**src/rtl/ntt_stream_wrapper_if.sv**
```systemverilog
// Streaming coefficient bus for the NTT wrapper: a load stream in and a result stream out.
// The wrapper connects through the slave modport, and the traffic source/sink through the master modport.
interface ntt_stream_wrapper_if #(
  parameter int unsigned N = 17
);
  logic         in_valid;
  logic         in_ready;
  logic [N-1:0] in_data;
  logic         in_inv;
  logic         out_valid;
  logic         out_ready;
  logic [N-1:0] out_data;
  logic         out_last;

  modport master (
    output in_valid, in_data, in_inv, out_ready,
    input  in_ready, out_valid, out_data, out_last
  );

  modport slave (
    input  in_valid, in_data, in_inv, out_ready,
    output in_ready, out_valid, out_data, out_last
  );
endinterface

```
**src/rtl/ntt_stream_wrapper.sv**
```systemverilog
// Serial-to-parallel loader and parallel-to-serial unloader around the NTT/INTT processing unit.
// The load buffer drives pu_a directly, so it is written only in LOAD and held through KICK and RUN.
module ntt_stream_wrapper #(
  parameter int unsigned N   = 17,
  parameter int unsigned D   = 16,
  parameter int unsigned LAT = 4
) (
  input  logic                  clk,
  input  logic                  rst,
  ntt_stream_wrapper_if.slave   s,
  output logic                  busy,
  output logic [D*N-1:0]        pu_a,
  output logic                  pu_inv,
  output logic                  pu_rst,
  input  logic [D*N-1:0]        pu_an
);
  localparam int unsigned IW = $clog2(D);
  localparam int unsigned RW = $clog2(LAT + 1);

  typedef enum logic [1:0] {LOAD, KICK, RUN, DRAIN} state_e;

  state_e         state_q, state_d;
  logic [IW-1:0]  in_idx_q, in_idx_d;
  logic [IW-1:0]  out_idx_q, out_idx_d;
  logic [RW-1:0]  run_cnt_q, run_cnt_d;
  logic [D*N-1:0] abuf_q, abuf_d;
  logic [D*N-1:0] obuf_q, obuf_d;
  logic           inv_q, inv_d;

  always_ff @(posedge clk) begin
    if (rst) begin
      state_q   <= LOAD;
      in_idx_q  <= '0;
      out_idx_q <= '0;
      run_cnt_q <= '0;
      abuf_q    <= '0;
      obuf_q    <= '0;
      inv_q     <= 1'b0;
    end else begin
      state_q   <= state_d;
      in_idx_q  <= in_idx_d;
      out_idx_q <= out_idx_d;
      run_cnt_q <= run_cnt_d;
      abuf_q    <= abuf_d;
      obuf_q    <= obuf_d;
      inv_q     <= inv_d;
    end
  end

  always_comb begin
    state_d   = state_q;
    in_idx_d  = in_idx_q;
    out_idx_d = out_idx_q;
    run_cnt_d = run_cnt_q;
    abuf_d    = abuf_q;
    obuf_d    = obuf_q;
    inv_d     = inv_q;
    case (state_q)
      LOAD: begin
        if (s.in_valid && s.in_ready) begin
          abuf_d[in_idx_q*N +: N] = s.in_data;
          if (in_idx_q == '0) inv_d = s.in_inv;
          if (in_idx_q == IW'(D - 1)) begin
            in_idx_d = '0;
            state_d  = KICK;
          end else begin
            in_idx_d = in_idx_q + 1'b1;
          end
        end
      end
      KICK: begin
        run_cnt_d = '0;
        state_d   = RUN;
      end
      RUN: begin
        run_cnt_d = run_cnt_q + 1'b1;
        // Capture on run_cnt == LAT: the PU gets LAT full cycles after pu_rst drops, and the
        // first output appears LAT+2 cycles after the final input handshake.
        if (run_cnt_q == RW'(LAT)) begin
          obuf_d    = pu_an;
          out_idx_d = '0;
          run_cnt_d = '0;
          state_d   = DRAIN;
        end
      end
      DRAIN: begin
        if (s.out_valid && s.out_ready) begin
          if (out_idx_q == IW'(D - 1)) begin
            out_idx_d = '0;
            state_d   = LOAD;
          end else begin
            out_idx_d = out_idx_q + 1'b1;
          end
        end
      end
      default: state_d = LOAD;
    endcase
  end

  always_comb begin
    s.in_ready  = !rst && (state_q == LOAD);
    s.out_valid = !rst && (state_q == DRAIN);
    s.out_data  = obuf_q[out_idx_q*N +: N];
    s.out_last  = s.out_valid && (out_idx_q == IW'(D - 1));
    busy        = !rst && ((state_q != LOAD) || (in_idx_q != '0));
    pu_rst      = rst || (state_q == KICK);
    pu_a        = abuf_q;
    pu_inv      = inv_q;
  end
endmodule
```
**src/flat_wrapper.sv**
```systemverilog
// flat-port wrapper written by rule: the top's interface ports become plain ports
module ntt_stream_wrapper_flat 
#(
  parameter int unsigned N   = 17,
  parameter int unsigned D   = 16,
  parameter int unsigned LAT = 4
)
  (clk, rst, busy, pu_a, pu_inv, pu_rst, pu_an, s_in_valid, s_in_data, s_in_inv, s_out_ready, s_in_ready, s_out_valid, s_out_data, s_out_last);
  ntt_stream_wrapper_if #(.N(N)) s_i ();
  input  logic clk;
  input  logic rst;
  output logic busy;
  output logic [D*N-1:0] pu_a;
  output logic pu_inv;
  output logic pu_rst;
  input  logic [D*N-1:0] pu_an;
  input wire logic [$bits(s_i.in_valid)-1:0] s_in_valid;
  input wire logic [$bits(s_i.in_data)-1:0] s_in_data;
  input wire logic [$bits(s_i.in_inv)-1:0] s_in_inv;
  input wire logic [$bits(s_i.out_ready)-1:0] s_out_ready;
  output wire logic [$bits(s_i.in_ready)-1:0] s_in_ready;
  output wire logic [$bits(s_i.out_valid)-1:0] s_out_valid;
  output wire logic [$bits(s_i.out_data)-1:0] s_out_data;
  output wire logic [$bits(s_i.out_last)-1:0] s_out_last;
  assign s_i.in_valid = s_in_valid;
  assign s_i.in_data = s_in_data;
  assign s_i.in_inv = s_in_inv;
  assign s_i.out_ready = s_out_ready;
  assign s_in_ready = s_i.in_ready;
  assign s_out_valid = s_i.out_valid;
  assign s_out_data = s_i.out_data;
  assign s_out_last = s_i.out_last;
  ntt_stream_wrapper #(.N(N), .D(D), .LAT(LAT)) u_core (.clk(clk), .rst(rst), .s(s_i), .busy(busy), .pu_a(pu_a), .pu_inv(pu_inv), .pu_rst(pu_rst), .pu_an(pu_an));
endmodule
```
**config.mk**
```make
export PLATFORM = sky130hd
export DESIGN_NAME = ntt_stream_wrapper_flat
export DESIGN_NICKNAME = d
export VERILOG_FILES = /design/src/rtl/ntt_stream_wrapper_if.sv /design/src/rtl/ntt_stream_wrapper.sv /design/src/flat_wrapper.sv
export SDC_FILE = /design/constraint.sdc
export NUM_CORES = 1
export LEC_CHECK = 0
export CAP_MARGIN = 20
export CORE_AREA = 2 2 258 260
export DETAILED_ROUTE_END_ITERATION = 8
export DIE_AREA = 0 0 260 262
export SYNTH_ARGS = -nofsm -noshare
export SYNTH_HDL_FRONTEND = slang
export SYNTH_SLANG_ARGS = --single-unit
```
**constraint.sdc**
```tcl
create_clock -name clk -period 5.7 [get_ports clk]
set_input_delay 1.71 -clock clk [delete_from_list [all_inputs] [get_ports clk]]
set_output_delay 1.71 -clock clk [all_outputs]
set_load 0.01 [all_outputs]
```
==> Word-level counts from Yosys, hierarchy flattened <==
Cells that the tools add are included.
{ "word_totals": {"ff_bits": 558, "wordCells": 61} }
{ "classes": {"n_mul": 2, "n_reduce_logical": 20, "n_eq_ne": 11, "shifts": 3, "add_sub_neg": 4, "muxes": 14} }
{ "op_table": {"columns": ["op", "count"], "rows": [
  ["bitwise mux 272 bit", 1],
  ["variable shift 17 x 34 -> 272 bit, first input constant", 1],
  ["indexed part select 17 x 34 -> 272 bit", 1],
  ["indexed part select 272 x 10 -> 17 bit", 1],
  ["negator 9 -> 34 bit", 1],
  ["multiplier 4 x 5 -> 9 bit, second input constant", 2],
  ["two-way mux 4 bit", 4],
  ["two-way mux 2 bit", 5],
  ["!= test 2 x 1 -> 1 bit, second input constant", 5],
  ["adder 4 x 1 -> 4 bit, second input constant", 2],
  ["== test 4 bit, second input constant", 2],
  ["case mux 2 bit (4 select lines)", 1],
  ["case mux 4 bit (2 select lines)", 1],
  ["logical AND 1 bit", 6],
  ["case mux 3 bit (2 select lines)", 1],
  ["AND reduction 3 bit", 2],
  ["nonzero test 2 bit", 3],
  ["AND reduction 5 bit", 1],
  ["== test 2 bit, second input constant", 2],
  ["logical NOT 4 bit", 1],
  ["AND reduction 2 bit", 2],
  ["nonzero test 4 bit", 1],
  ["adder 3 x 1 -> 3 bit, second input constant", 1],
  ["== test 3 bit, second input constant", 1],
  ["5 further kinds", 6]
]} }

==> Longest topological paths before layout <==
{ "depth": {"depth_word": 5, "ltp_mapped": 9, "ltp_nobuf": 6} }

==> Worst setup path before layout <==
OpenSTA, ideal clock, no wires.
{ "synth_timing": {"path_type": "input to output", "start": "input port rst", "end": "output port busy", "setup_slack_ps": 1099, "required_time_ps": 3990, "arrival_ps": 2891, "path_stages": 5, "n_path_buf": 4, "path_cell_list": "clkbuf_1 clkbuf_1 clkbuf_1 clkbuf_1 a21oi_1"} }
{ "synth_via": {"elab_chain_cells": 2} }
{ "synth_lines": {"columns": ["item", "line", "text"], "rows": [
  ["start: declaration", "flat_wrapper.sv:11", "input logic rst;"],
  ["logical NOT 1 bit", "ntt_stream_wrapper.sv:105", "busy = !rst && ((state_q != LOAD) || (in_idx_q != '0));"],
  ["logical AND 1 bit", "ntt_stream_wrapper.sv:105", null],
  ["end: declaration", "flat_wrapper.sv:12", "output logic busy;"]
]} }
No other way between the ends.

==> Final worst setup path <==
{ "layout_timing": {"start": "register u_core.out_idx_q[0]", "end": "output port s_out_data[9]"} }
{ "layout_via": {"elab_chain_cells": 2} }
{ "layout_lines": {"columns": ["item", "line", "text"], "rows": [
  ["start: declaration", "ntt_stream_wrapper.sv:24", "logic [IW-1:0] out_idx_q, out_idx_d;"],
  ["start signal: assignment", "ntt_stream_wrapper.sv:42", "out_idx_q <= out_idx_d;"],
  ["multiplier 4 x 5 -> 9 bit", "ntt_stream_wrapper.sv:103", "s.out_data = obuf_q[out_idx_q*N +: N];"],
  ["indexed part select 272 x 10 -> 17 bit", "ntt_stream_wrapper.sv:103", null],
  ["end: declaration", "flat_wrapper.sv:23", "output wire logic [$bits(s_i.out_data)-1:0] s_out_data;"]
]} }
No other way between the ends.

==> results.md <==
- Status: finished clean
- Pin count of the biggest net entering global routing: 146
- Worst Path Arrival: 3.34 ns
- First DRT Iteration DRCs: 1418
- Seq cells post-synth: around 560
- Slew margin rel.: between 20% and 30%
- Worst Slack Setup Final: 0.655 ns
- Initial antenna violation count: 4
- VDD IR max: 227 uV
- Routability cong.: 0.871
- Largest family of logic cells by synthesized area: simple AND/OR/NAND/NOR gates
- Routed WL: around 80000 um
- Max Clock Freq: approximately 200 MHz
- CTS Hold Bufs: 0
- Simple-Gate Fraction of Synth Area: 20.3%
- Worst Setup Start Kind: flop
- Die X: approximately 260 um
- HP Class: flop to flop
- I/O pin count: 589
- Required @ worst endpoint: 3.99 ns
- CTS Sinks: 558
- Synth top area share: about 49%
- Slew Limit Fails: 0
- IO buf count: slightly below 600
- Leakage: 0.0118 uW
- Final hold viol count: 0
- CTS tree: done
- Crit path buffers/inverters: 1
- Skew final: 0.0112 ns
- Row count: 94
- GRT Overall Usage: 22.9%
- Routed vias/inst: 5.00
- Synth Cell Area: 22800 sq um
- Post_cts resized: 0
- Worst-path fanout max: 34
- Setup Viol. Count Final: 0
- Core area: around 65000 sq um
- CTS root buf: clkbuf_16
- Final setup TNS: 0 ns
- Dpl ws: 0.824 ns
- Synth Area in XOR/XNOR: less than 1%
- Synth Area in Adders: 0.715%
- Chip height: approximately 260 um
- Synth Area in Compound Gates: 8.12%
- Cell Chain, Critical Path: mux4_2 -> o22ai_1 -> nor2_1 -> clkdlybuf4s50_1
- Cells after Synth: roughly 2500
- CTS clk-pin slew, worst paths: roughly 0.06 ns
- Hold-critical path depth: 2
- Synth Flop Type: dfxtp_1
- H-tree Lvls: 2
- Synth area leader: dfxtp_1
- Max Cap Viol: 0
- Element type at the critical path end: output port
- First-pass GRT wire length: 118000 um
- Synth warnings: 0
- Synth cell types: between 40 and 50
- Area growth from synthesis to layout: 37.1%
- Wire per inst: 21.0 um
- Crit path depth: 4
- Vias in the first global route: 19300
- Power per cell area: ~270 nW/um^2
- Initial core utilization: about a third
- Layout cell share with drive strength beyond 1: 7.01%
- Clk buf depth: 3
- Syn Nets: 2763
- Critical Path Max Stage Delay: 0.87 ns
- Num CTS Buffers: 59
- Drc violations: 0
- Path depth of the worst reg2reg path: 7
- Post-CTS setup repair buffer count: 0
- Tcrit/Tclk final: 88.5%
- Routed vias: 19300
- HPWL after DPL: 59600 um
- RSZ-0062 raised after global routing: no
- Synth area leaders: dfxtp_1, mux2i_1, nand2_1
- Clock latency on the worst-skew pair: 0.61 ns
- DR pass1 iterations: 7
- Grt ovf: 0
- Number of synthesized flops with an enable pin: 0
- Post-synthesis area per instance: 9.27 sq um
- Register area share after synthesis: 49.1%
- Slowest cell on the critical path: dfxtp_4
- Top cell family by delay on the critical path: flip-flops
- Synth async-reset ratio: 0%
- Final min period: 5.05 ns
- Worst-Margin Slew: 1.08 ns
- Crit Path Category: flop to output port
- Antenna Nets Post-Route: 0
- Die ar.: 68100 sq um
- Multiplexer share of the synthesized area: 18.0%
- Fin nets: 3260
-- cell usage in the layout (no fill, tap or decap), types with 2 or more instances in the layout --
master,Yosys,routed
bufinv_16,0,3
buf_4,7,28
nand2b_1,265,265
clkinv_2,0,7
or2_2,3,3
clkdlybuf4s50_1,0,587
clkbuf_1,139,18
nor2_1,46,46
nand3b_1,2,2
inv_1,9,9
dfxtp_2,0,2
nor3_2,0,2
clkbuf_16,0,59
o31ai_1,2,2
a211oi_1,3,2
nand4_1,2,2
o21ai_0,18,18
inv_6,0,2
nand2_2,3,3
clkbuf_8,0,13
a21oi_1,285,285
dfxtp_1,558,555
and3_1,3,2
ha_1,13,13
o22ai_1,34,34
nor2b_1,5,5
mux4_2,68,68
mux2i_1,257,257
diode_2,0,2
nor3_1,4,2
nand2_1,635,635
buf_12,0,4
nand3_1,36,35
nor3b_2,2,3
or4_1,2,2
-- where the power goes --
part / leakage, uW / internal (uW) / switching (uW)
Clock: 0.000925 / 2200 / 1590
Sequential: 0.00450 / 3920 / 17.5
Combinational: 0.00636 / 322 / 314
Total: 0.0118 / 6440 / 1920
-- cells in the mapped netlist (2+ instances only) --
cell type    n
clkbuf_1   139
nand3_1     36
nand2b_1   265
mux4_2      68
nor3_1       4
o21ai_0     18
buf_4        7
ha_1        13
or4_1        2
nor3b_2      2
nor2_1      46
or2_2        3
nand2_1    635
nand4_1      2
inv_1        9
o31ai_1      2
a21oi_1    285
buf_1       11
a211oi_1     3
nand2_2      3
mux2i_1    257
nand3b_1     2
buf_2       25
o22ai_1     34
nor2b_1      5
and3_1       3
dfxtp_1    558
buf_6        4
-- final timing paths --
| check | startpoint | end | slack (ns) |
|---|---|---|---|
| worst max-delay path | u_core.out_idx_q[0] | s_out_data[9] | 0.65 |
| worst min-delay path | u_core.obuf_q[204] | u_core.obuf_q[204] | 0.45 |
| worst max register to register | u_core.in_idx_q[0] | u_core.pu_a[11] | 2.27 |
| worst min register to register | u_core.obuf_q[204] | u_core.obuf_q[204] | 0.45 |
-- through the flow --
stage	total power [uW]	hold slack [ns]	cell area, sq um	util, %	instances
after floorplan	4270	0.433	22800	-	2456
after global placement	4650	0.439	29300	44.8	3753
after detailed placement	4660	0.445	29300	44.8	3754
after CTS	8450	0.454	31100	47.7	3857
after global routing	8630	0.472	31200	47.8	3860
final	8360	0.452	31200	47.8	3861
-- cells by family after synthesis --
logic type	count (synthesis)
and+or+nand+nor	1015
DFF	558
AOI/OAI and AO/OA	348
buffers and inverters	195
xor gates and xnor gates	2
muxes	325
adders and majority gates	13
-- routing by layer --
layer  part of all wire, %  vias up  global-route usage [%]  wire length [um]
li1                      -     9202                       -                 -
met1                    42     9280                    28.5             33600
met2                    49      674                    39.5             39400
met3                   6.5      136                    4.32              5260
met4                   3.3        2                    7.98              2640
met5                 0.015        -                       0                12
-- state kept, by name, summed over array words and instances (netlist names) --
register,cells
u_core.pu_inv,1
u_core.run_cnt_q,3
u_core.in_idx_q,4
u_core.state_q,2
u_core.pu_a,272
u_core.obuf_q,272
u_core.out_idx_q,4
-- area by class of cell --
cell class | count | area [sq um]
fillers | 6177 | 34100
flip-flops and latches | 558 | 11200
multi-input cells | 1703 | 10800
repair buffers | 622 | 6220
clock buffers | 90 | 1720
well taps | 864 | 1080
clock inverters | 13 | 151
inverters | 9 | 33.8
diodes | 2 | 5.00
-- worst reg2reg max path, stage by stage, from the launching register on --
cell     delay (ns)
dfxtp_1        0.43
inv_1          0.25
ha_1           0.27
nor3b_2        0.67
nand4_1        0.90
buf_4          0.51
mux2i_1        0.20
nor2_1         0.07
Power figures use the tool's default switching activity.
